<file path="src/rtl/conv1_window_gen.sv">
// 3x3x3 sliding-window generator: turns a raster pixel stream into stride-1,
// unpadded conv windows using two line buffers and a 3-column shift window.
module conv1_window_gen #(
  parameter int IMG_W = 8,
  parameter int IMG_H = 6
) (
  input  logic         clk,
  input  logic         rst,
  input  logic         pixel_valid,
  input  logic [23:0]  pixel_data,
  output logic         valid,
  output logic [215:0] input_act,
  output logic [9:0]   win_x,
  output logic [9:0]   win_y,
  output logic         frame_done
);

  localparam int AW = (IMG_W > 1) ? $clog2(IMG_W) : 1;
  localparam logic [9:0] X_LAST = 10'(IMG_W - 1);
  localparam logic [9:0] Y_LAST = 10'(IMG_H - 1);

  logic [9:0]  x;
  logic [9:0]  y;
  logic [23:0] lb1 [IMG_W];  // row y-1
  logic [23:0] lb2 [IMG_W];  // row y-2
  logic [23:0] sw  [3][3];   // shift window, [column][row], column 2 newest
  logic [23:0] nc  [3];      // column formed by the incoming pixel
  logic [AW-1:0] xi;
  logic          accept;
  logic          emit;
  logic [215:0]  act_next;

  assign xi     = x[AW-1:0];
  assign accept = pixel_valid && !rst;
  assign emit   = (x >= 10'd2) && (y >= 10'd2);
  assign nc[0]  = lb2[xi];
  assign nc[1]  = lb1[xi];
  assign nc[2]  = pixel_data;

  // Window columns after this pixel's shift: sw[1], sw[2], then the new column.
  for (genvar c = 0; c < 3; c++) begin : g_ch
    for (genvar r = 0; r < 3; r++) begin : g_row
      for (genvar col = 0; col < 3; col++) begin : g_col
        if (col == 2) begin : g_new
          assign act_next[72*c + 8*(3*r + col) +: 8] = nc[r][8*c +: 8];
        end else begin : g_old
          assign act_next[72*c + 8*(3*r + col) +: 8] = sw[col+1][r][8*c +: 8];
        end
      end
    end
  end

  // Line buffers are always rewritten before use, so they carry no reset.
  always_ff @(posedge clk) begin
    if (accept) begin
      lb2[xi] <= lb1[xi];
      lb1[xi] <= pixel_data;
    end
  end

  always_ff @(posedge clk) begin
    if (rst) begin
      x          <= '0;
      y          <= '0;
      valid      <= 1'b0;
      frame_done <= 1'b0;
      input_act  <= '0;
      win_x      <= '0;
      win_y      <= '0;
      for (int i = 0; i < 3; i++)
        for (int j = 0; j < 3; j++)
          sw[i][j] <= '0;
    end else begin
      valid      <= 1'b0;
      frame_done <= 1'b0;
      if (pixel_valid) begin
        for (int j = 0; j < 3; j++) begin
          sw[0][j] <= sw[1][j];
          sw[1][j] <= sw[2][j];
          sw[2][j] <= nc[j];
        end
        if (emit) begin
          valid      <= 1'b1;
          input_act  <= act_next;
          win_x      <= x - 10'd2;
          win_y      <= y - 10'd2;
          frame_done <= (x == X_LAST) && (y == Y_LAST);
        end
        if (x == X_LAST) begin
          x <= '0;
          y <= (y == Y_LAST) ? 10'd0 : y + 10'd1;
        end else begin
          x <= x + 10'd1;
        end
      end
    end
  end

endmodule

</file>
<file path="config.mk">
export PLATFORM = sky130hd
export DESIGN_NAME = conv1_window_gen
export DESIGN_NICKNAME = d
export VERILOG_FILES = /design/src/rtl/conv1_window_gen.sv
export SDC_FILE = /design/constraint.sdc
export NUM_CORES = 1
export LEC_CHECK = 0
export CORE_MARGIN = 3
export CORE_UTILIZATION = 58
export CTS_CLUSTER_DIAMETER = 30
export DETAILED_ROUTE_END_ITERATION = 8
export PLACE_DENSITY_LB_ADDON = 0.3
export SLEW_MARGIN = 20
export SYNTH_ARGS = -nofsm -noshare
export SYNTH_HDL_FRONTEND = slang
export SYNTH_SLANG_ARGS = --single-unit
</file>
<file path="constraint.sdc">
create_clock -name clk -period 6.73 [get_ports clk]
set_clock_uncertainty 0.05 [all_clocks]
set_input_delay 2.019 -clock clk [delete_from_list [all_inputs] [get_ports clk]]
set_output_delay 2.019 -clock clk [all_outputs]
set_load 0.005 [all_outputs]
</file>
# Yosys cells after proc, flatten, opt, wreduce, memory -nomap -nowiden
# Memories as Yosys holds them, arrays and structs flattened. A register that Yosys moved wholly into a read port is not among the register bits.
# Cells that the tools add are included.
[op_classes]
addsub = 4
mul = 0
div_mod_pow = 0
order_cmp = 2
eq_ne = 2
shift = 0
n_mux = 23
n_bitwise = 11
reduce_logical = 8
[op_table]
columns = ["operator", "count"]
rows = [
  ["$mux W24", 9],
  ["$add A10 B1 Y10 const B", 2],
  ["$eq A10 B3 Y1 const B", 2],
  ["$ge A10 B2 Y1 const B", 2],
  ["$mux W10", 2],
  ["$sub A10 B2 Y10 const B", 2],
  ["$mux W3", 4],
  ["$or A1 B1 Y1", 9],
  ["$mux W1", 8],
  ["$reduce_and A2 Y1", 2],
  ["$logic_and A1 B1 Y1", 3],
  ["$reduce_or A3 Y1", 1],
  ["$not A1 Y1", 2],
  ["$reduce_or A2 Y1", 1],
  ["$logic_not A1 Y1", 1],
]
[totals]
reg_bits = 258
latchBits = 0
ramBits = 600
rom_bits = 0
output_inout_bits = 238
wordCells = 60
mem_count = 3
[memory_table]
columns = ["memory", "words", "word_bits", "read_ports", "rd_ports_with_merged_regs", "wr", "line_no", "text"]
rows = [
  ["sw", 3, 72, 2, 0, 3, "26", "logic [23:0] sw [3][3];"],
  ["lb1", 8, 24, 1, 1, 1, "24", "logic [23:0] lb1 [IMG_W];"],
  ["lb2", 8, 24, 1, 1, 1, "25", "logic [23:0] lb2 [IMG_W];"],
]

# Longest topological paths before layout
# Gate-level depths: netlist of the first run.
[depth]
ltp_word = 4
ltp_mapped = 9
mapped_depth_nobuf = 6

# Least setup slack after synthesis of the first run
# OpenSTA, ideal clock, no wires.
[synth_timing]
path_type = "input to register"
from = "input port rst"
to = "memory sw[1][0] in the netlist's numbering, enable pin"
setup_ns = 1.218
arrival_ns = 5.030
setup_slack_ns = 0.431
cell_stages = 4
path_buffers = 2
path_cell_list = "inv_2 > clkbuf_1 > clkbuf_1 > nand2_1"
[synth_rtl]
columns = ["item", "line_no", "text"]
rows = [
  ["start: declaration", "8", "input logic rst,"],
  ["end: declaration", "26", ""],
]

==> metrics.cfg, run 1 <==
[routing]
post_drt_wl_per_cell_um = 23.7
drtIter0Drc = 1684
dr.pass1.iters = 6
dr_total_vias = 18500
finalWirelength_um = 75500
drtAntennaViolNets = 0
via_per_inst = 5.80
drc_errors = 0

[floorplanning]
io_pins = 265
coreArea_um2 = 51800
die_w_um = 236
start_util_pct = 59.1
dieArea_um2 = 55600
chipHeight_um = 236
fp-row-count = 83

[synthesis]
yosysMostFrequentCell = edfxtp_1
synth-edff-count = 528
ys_top_cells_by_count = 528 x edfxtp_1, 367 x nand2_1, 261 x dfxtp_1
synth_top_area_share_pct = 51.8
async_flop_share_pct = 0
ys.flop_type = edfxtp_1
syn_inst = 2110
syn_nets = 2149
synth_area_leaders = edfxtp_1 52%, dfxtp_1 17%, mux2i_1 7.5%
synth_top_area_cell = edfxtp_1
avgSynthCellArea_um2 = 14.5
yosysUniqueCellTypes = 44
synth_seq_area_share_pct = 68.8
synth_area_um2 = 30600
ys_seq_elements = 789
yosysWarnings = 0

[outcome]
status = completed

[clock_network]
cts_made_buffers = 139
cts_hold_buf = 0
cts_tree = built
insertion_delay_ns = 0.70
cts.sinks = 789
htreeDepth = 4
cts_setup_buffers = 0
clkTransAtPathRegs_ns = 0.04
cts_resized = 0
cts_buffer_depth = 3
root_buffer = clkbuf_16

[worst_setup_path]
start_kind = primary input
r2r-end = lb2[7][3]$_DFFE_PP_
rrSetupSlack_ns = 3.18
critPathRequiredTime_ns = 7.02
crit_path_end_kind = register
critPathKind = in2reg
crit_arrival_ns = 4.25
cp_max_fo = 142
r2r_cells = 4

[grt]
grt_usage_pct = 27.3
grt_pass1_vias = 18900
grt.overflow.total = 0
antenna_found_initial = 2
grt_pass1_wl_um = 115000
grt_max_degree = 208

[hold_path]
holdPathStages = 2
hp-class = reg2reg
worst_hold_path.endpoint = input_act[82]$_SDFFE_PP0P_
hp-start = input_act[82]$_SDFFE_PP0P_

[power]
internal-power_mw = 9.86
p_per_area_nw_per_um2 = 329
switchingPower_mw = 2.77
p_comb_share_pct = 3.9
seqPwrFrac_pct = 42.6
p_leak_nw = 13.7
switching_share_pct = 21.9
clockPowerShare_pct = 53.6
ir_drop_mv = 0.231

[sta]
finalHoldViolations = 0
slew_headroom_pct = 24.9
min_period_ns = 3.96
fmax_ghz = 0.253
setup_viol = 0
post-route-period-util_pct = 58.8
timing.setup.tns_ns = 0
slew_viol_final = 0
worstMarginPinSlew_ns = 1.10
rsz0062_at_grt = false

[finish]
instances_no_fill = 3188
final_layout_size_suffix_gt1_share_pct = 16.9
antenna_cells = 0
area_growth_pct = 25.3
num-nets-final = 2434

[placement]
port_buffers = 264
place_hpwl_um = 44800
place_inst = 2933
place.gp.congestion = 0.806

[job]
cap_violations = 0

[layout by cell type (no fill, tap or decap), types with 96 or more instances in the layout]
cell,count
clkdlybuf4s50_1,262
edfxtp_1,528
nand2_1,365
mux2i_1,228
nor2_1,115
dfxtp_1,258
clkbuf_16,148
and3_1,98
mux4_2,96
[registers in the layout (all words and copies together) (netlist names), named ones only]
signal	cells
win_x	10
valid	1
x	10
frame_done	1
input_act	216
lb2	192
lb1	192
y	10
sw	144
win_y	10
[power groups by stage]
stage | logic [mW] | registers, mW | clock network (mW)
finish | 0.489 | 5.37 | 6.76
global route | 0.529 | 5.38 | 7.07
CTS | 0.491 | 5.38 | 6.82
detailed placement | 0.481 | 5.46 | 0
global placement | 0.468 | 5.46 | 0
floorplan | 0.315 | 5.43 | 0
[area by class of cell]
cell class | count | area, um2
Sequential cell | 789 | 21100
Tap cell | 680 | 851
Multi-Input combinational cell | 1140 | 8780
Fill cell | 3038 | 13400
Inverter | 34 | 135
Clock buffer | 172 | 3860
Clock inverter | 82 | 726
Timing Repair Buffer | 291 | 2920
[how the worst max path moves through the flow]
stage,start,to,slack [ns],cells after the start
after floorplan,rst,sw[1][0]$_SDFFCE_PN0P_,0.43,4
after global placement,pixel_valid,input_act[67]$_SDFFE_PP0P_,1.91,5
after detailed placement,pixel_valid,input_act[55]$_SDFFE_PP0P_,1.81,5
after CTS,pixel_valid,input_act[55]$_SDFFE_PP0P_,2.50,5
after global routing,rst,sw[2][56]$_SDFFCE_PN0P_,2.59,4
final,rst,sw[2][59]$_SDFFCE_PN0P_,2.77,4
[worst max-delay path, cell delays in order]
cell,delay [ns]
buf_4,0.52
inv_8,0.42
nand2_4,0.81
buf_4,0.43
[per-stage QoR]
| stage | utilization [%] | hold slack [ns] | setup WS (ns) | power (mW) | area [um2] |
|---|---|---|---|---|---|
| after global routing | 74.0 | 0.425 | 2.59 | 13.0 | 38400 |
| after detailed placement | 65.1 | 0.400 | 1.81 | 5.94 | 33800 |
| after CTS | 74.0 | 0.407 | 2.50 | 12.7 | 38300 |
| after floorplan | - | 0.401 | 0.431 | 5.75 | 30600 |
| after global placement | 65.1 | 0.395 | 1.91 | 5.93 | 33800 |
| final | 74.0 | 0.406 | 2.77 | 12.6 | 38400 |
[logic make-up after synthesis]
group	after synthesis	share of synthesized area, %
xor gates and xnor gates	14	0.400
muxes	380	16.6
and+or+nand+nor	696	10.3
buffers and inverters	181	2.63
adders and majority gates	12	0.490
DFF	789	68.8
AOI/OAI and AO/OA	38	0.723
[per-layer routing]
layer	up-vias	part of all wire, %	global-route usage [%]
li1	8234	-	-
met1	9285	40	36.7
met2	823	49	43.2
met3	155	7.9	7.17
met4	4	3.1	10.1
met5	-	0.036	0
No activity file was read; power rests on OpenSTA's default activity.
==> run 2: changes to the inputs <==
CORE_UTILIZATION = 52   (was 58)
clock period = 3.6 ns   (was 6.73 ns; I/O delays follow)
==> run 2 against run 1 <==
Hold slack got worse by 0.00056 ns. Core utilization decreased by 6.4 points. Final area increased by 2.3%. Sequential share of layout area decreased by 1.3 points. Count of clock-buffer cells in the layout increased by 8. Worst setup slack got worse by 2.2 ns. Via count decreased by 0.43%. Combinational power increased by 110%. Global-route usage decreased by 3.0 points. Final cell count increased by 4.3%. Critical path type is now reg2reg. Largest cell class unchanged.
==> metrics.cfg, run 2 (synthesis results as in run 1) <==
[grt]
antenna_found_initial = 5
grt.overflow.total = 0
grt_pass1_vias = 18600
grt_pass1_wl_um = 114000
grt_max_degree = 152
grt_usage_pct = 24.3

[floorplanning]
die_w_um = 249
io_pins = 265
start_util_pct = 52.8
dieArea_um2 = 61800
coreArea_um2 = 58000
fp-row-count = 88
chipHeight_um = 249

[finish]
mostFrequentLayoutCell = edfxtp_1
final-seq-area_um2 = 21100
largest_reg_flops = 216
multi_input_area_um2 = 8790
num-nets-final = 2478
fill_cells = 3814
layout_common_cells = 528 x edfxtp_1, 365 x nand2_1, 262 x clkdlybuf4s50_1
area_growth_pct = 28.2
regMostFlops = input_act
instances_no_fill = 3326
final_layout_size_suffix_gt1_share_pct = 18.6
top_regs = input_act x216, lb1 x192, lb2 x192

[clock_network]
insertion_delay_ns = 0.71
root_buffer = clkbuf_16
cts_tree = built
cts_made_buffers = 142
htreeDepth = 4
cts.sinks = 789
cts_setup_buffers = 0
cts_hold_buf = 0
cts_resized = 0
cts_buffer_depth = 3
clkTransAtPathRegs_ns = 0.05

[routing]
finalWirelength_um = 75600
dr_total_vias = 18400
post_drt_wl_per_cell_um = 22.7
via_per_inst = 5.54
dr.pass1.iters = 5
drtIter0Drc = 1749
drtAntennaViolNets = 0
drc_errors = 0

[sta]
finalHoldViolations = 0
timing.setup.tns_ns = 0
slew_headroom_pct = 23.7
slew_viol_final = 0
fmax_ghz = 0.332
post-route-period-util_pct = 83.6
min_period_ns = 3.01
setup_viol = 0
worstMarginPinSlew_ns = 1.11
rsz0062_at_grt = false

[placement]
place.gp.congestion = 0.802
place_inst = 3060
port_buffers = 264
place_hpwl_um = 46700

[worst_setup_path]
crit_arrival_ns = 3.55
cp_max_fo = 48
rrSetupSlack_ns = 0.59
rr_startpoint = x[4]$_SDFFE_PP0P_
critPathRequiredTime_ns = 4.13
start_kind = register
crit_path_end_kind = register
timing.critical_path.from = x[4]$_SDFFE_PP0P_
critPathKind = reg2reg

[hold_path]
hp-start = input_act[2]$_SDFFE_PP0P_
hp-class = reg2reg

[outcome]
status = completed

[job]
cap_violations = 0

[power]
ir_drop_mv = 0.499
p_leak_nw = 14.0
p_per_area_nw_per_um2 = 621

run 2: area by class of cell:
type	instances	area share [%]
multi-input cells	1140	22.4
clock inverters	83	2.35
flip-flops and latches	789	53.7
clock buffers	180	10.1
inverters	34	0.344
diodes	3	0.0191
well taps	765	2.44
repair buffers	332	8.69
run 2: final timing paths:
kind,cells after the start,to
worst min register to register,2,input_act[2]$_SDFFE_PP0P_
worst min-delay path,2,input_act[2]$_SDFFE_PP0P_
worst max-delay path,5,input_act[40]$_SDFFE_PP0P_
worst max register to register,5,input_act[40]$_SDFFE_PP0P_
run 2: per-layer routing:
metal / vias up / wire [um] / share of wire, % / global-route usage (%)
met5: - / 0 / 0 / 0
met4: 0 / 1950 / 2.6 / 8.52
met3: 125 / 6350 / 8.4 / 6.47
met2: 749 / 36200 / 48 / 38.4
met1: 9206 / 31000 / 41 / 32.7
li1: 8342 / - / - / -
run 2: critical path, stage by stage, from the launching register on:
cell and delay [ns]:
dfxtp_1 0.39, or4_1 0.72, or4_1 0.63, o311a_4 0.39
buf_12 0.31, mux2_2 0.33
run 2: per-stage QoR:
stage          power [mW]  area (um2)  hold slack, ns  setup WS [ns]  util [%]
2_1_floorplan        10.7       30600           0.401          0.199         -
3_3_place_gp         11.2       34400           0.394          0.625      59.3
3_5_place_dp         11.2       34400           0.398          0.596      59.3
4_1_cts              24.5       39300           0.406          0.581      67.7
5_1_grt              25.1       39300           0.416          0.481      67.7
6_report             24.4       39300           0.405          0.589      67.7
run 2: report_power, final:
part / internal [mW] / switching, mW / total (mW)
clock: 8.76 / 4.57 / 13.3
sequential: 9.94 / 0.0954 / 10.0
combinational: 0.352 / 0.658 / 1.01
==> run 3: changes to the inputs <==
CORE_UTILIZATION = 58   (was 52)
clock period = 3.2 ns   (was 3.6 ns; I/O delays follow)
==> run 3 against run 2 <==
Clock power rose by 7%. Final area fell by 0.89%. Die area fell by 10%. Largest power group unchanged. Worst setup slack got worse by 0.34 ns. Highest routed layer unchanged. Critical endpoint is now input_act[188]$_SDFFE_PP0P_.
==> metrics.cfg, run 3 (synthesis results as in run 1) <==
[outcome]
status = completed

[routing]
post_drt_wl_per_cell_um = 23.6
dr.pass1.iters = 6
drtIter0Drc = 1846
drtAntennaViolNets = 0
via_per_inst = 5.80
dr_total_vias = 18800
drc_errors = 0
finalWirelength_um = 76400

[clock_network]
root_buffer = clkbuf_16
cts_made_buffers = 137
clkTransAtPathRegs_ns = 0.05
cts_setup_buffers = 0
cts_tree = built
cts_resized = 0
cts_hold_buf = 0
cts_buffer_depth = 3
cts.sinks = 789
htreeDepth = 4
insertion_delay_ns = 0.70

[floorplanning]
fp-row-count = 83
coreArea_um2 = 51800
die_w_um = 236
start_util_pct = 59.1
dieArea_um2 = 55600
chipHeight_um = 236
io_pins = 265

[power]
switching_share_pct = 21.8
p_comb_share_pct = 4.2
ir_drop_mv = 0.410
power_mw = 26.7
switchingPower_mw = 5.81
seqPwrFrac_pct = 42.4
p_leak_nw = 13.9
p_per_area_nw_per_um2 = 685
internal-power_mw = 20.8
clockPowerShare_pct = 53.4

[worst_setup_path]
crit_chain = or4_1 > or4_1 > o311a_4 > buf_12 > mux2_2
rr_startpoint = x[4]$_SDFFE_PP0P_
rrSetupSlack_ns = 0.25
slowest_delay_ns = 0.75
critPathSlowestCell = or4_1
critPathRequiredTime_ns = 3.73
timing.critical_path.from = x[4]$_SDFFE_PP0P_
crit_arrival_ns = 3.47
crit_end = input_act[188]$_SDFFE_PP0P_
path_common_cell = or4_1
r2r_cells = 5
start_kind = register
r2r-end = input_act[188]$_SDFFE_PP0P_
cp_max_fo = 54
critPathKind = reg2reg
crit_path_end_kind = register

[sta]
worstMarginPinSlew_ns = 1.00
finalHoldViolations = 0
slew_headroom_pct = 31.3
setup_viol = 0
setup_ws_ns = 0.252
post-route-period-util_pct = 92.1
fmax_ghz = 0.339
rsz0062_at_grt = false
min_period_ns = 2.95
slew_viol_final = 0
timing.setup.tns_ns = 0

[finish]
num-nets-final = 2476
mostFrequentLayoutCell = edfxtp_1
final_util_pct = 75.1
final_layout_size_suffix_gt1_share_pct = 18.2
layout_common_cells = 528 x edfxtp_1, 365 x nand2_1, 262 x clkdlybuf4s50_1
regMostFlops = input_act
largest_reg_flops = 216
area_growth_pct = 27.1
top_regs = input_act x216, lb1 x192, lb2 x192
design_area_um2 = 38900

[placement]
port_buffers = 264
dpl_cell_area_um2 = 34300
place_hpwl_um = 46300
dp_slack_ns = 0.274
place.gp.congestion = 0.864

[hold_path]
hp-class = reg2reg

[grt]
grt_pass1_wl_um = 116000
grt_max_degree = 179
grt_pass1_vias = 18900
grt.overflow.total = 0
grt_usage_pct = 27.5
antenna_found_initial = 4

[job]
cap_violations = 0

run 3: cell count changes in the layout (fill, tap and decap cells not counted), moves of 3 or more:
cell,before,now
clkbuf_1,20,27
clkinv_4,8,3
clkbuf_16,149,145
clkbuf_8,11,7
inv_4,0,4
buf_12,21,24
bufinv_16,13,10
clkinv_1,10,7
clkinv_2,21,18
inv_16,3,0
inv_8,1,4
run 3: final cells by class:
cell class	instances	area [um2]
Antenna cell	2	5.00
Clock buffer	179	3830
Clock inverter	74	753
Fill cell	2926	12900
Inverter	34	135
Multi-Input combinational cell	1140	8790
Sequential cell	789	21100
Tap cell	680	851
Timing Repair Buffer	335	3470
run 3: per-layer routing:
| layer | track usage (%) | vias up | routed length (um) |
|---|---|---|---|
| met5 | 0 | - | 0 |
| met4 | 10.5 | 0 | 2100 |
| met3 | 6.51 | 146 | 6380 |
| met2 | 42.3 | 882 | 36200 |
| met1 | 38.4 | 9396 | 31700 |
| li1 | - | 8338 | - |
run 3: power groups by stage:
stage | combinational [mW] | clock [mW] | sequential, mW
floorplan | 0.665 | 0 | 11.4
global placement | 1.07 | 0 | 11.5
detailed placement | 1.10 | 0 | 11.5
CTS | 1.12 | 14.4 | 11.3
global route | 1.20 | 14.9 | 11.3
finish | 1.12 | 14.2 | 11.3
run 3: worst min-delay path by stage:
stage                                          start                    endpoint  slack, ns  cells past startpoint
final                      input_act[7]$_SDFFE_PP0P_   input_act[7]$_SDFFE_PP0P_       0.41                      2
after CTS                  input_act[7]$_SDFFE_PP0P_   input_act[7]$_SDFFE_PP0P_       0.41                      2
after global placement    input_act[25]$_SDFFE_PP0P_  input_act[25]$_SDFFE_PP0P_       0.39                      2
after global routing       input_act[7]$_SDFFE_PP0P_   input_act[7]$_SDFFE_PP0P_       0.42                      2
after detailed placement  input_act[48]$_SDFFE_PP0P_  input_act[48]$_SDFFE_PP0P_       0.40                      2
after floorplan            input_act[0]$_SDFFE_PP0P_   input_act[0]$_SDFFE_PP0P_       0.40                      2
run 3: metrics by stage:
stage	hold slack [ns]	std cells
6_report	0.406	3233
5_1_grt	0.419	3232
4_1_cts	0.408	3231
3_5_place_dp	0.399	2978
3_3_place_gp	0.394	2978
2_1_floorplan	0.401	2110
run 3: critical path, delay by kind of cell, from the launching register on:
kind / cells / cell delay (ns)
AOI/OAI and AO/OA: 1 / 0.30
muxes: 1 / 0.35
and+or+nand+nor: 2 / 1.38
buffers and inverters: 1 / 0.26
DFF: 1 / 0.39
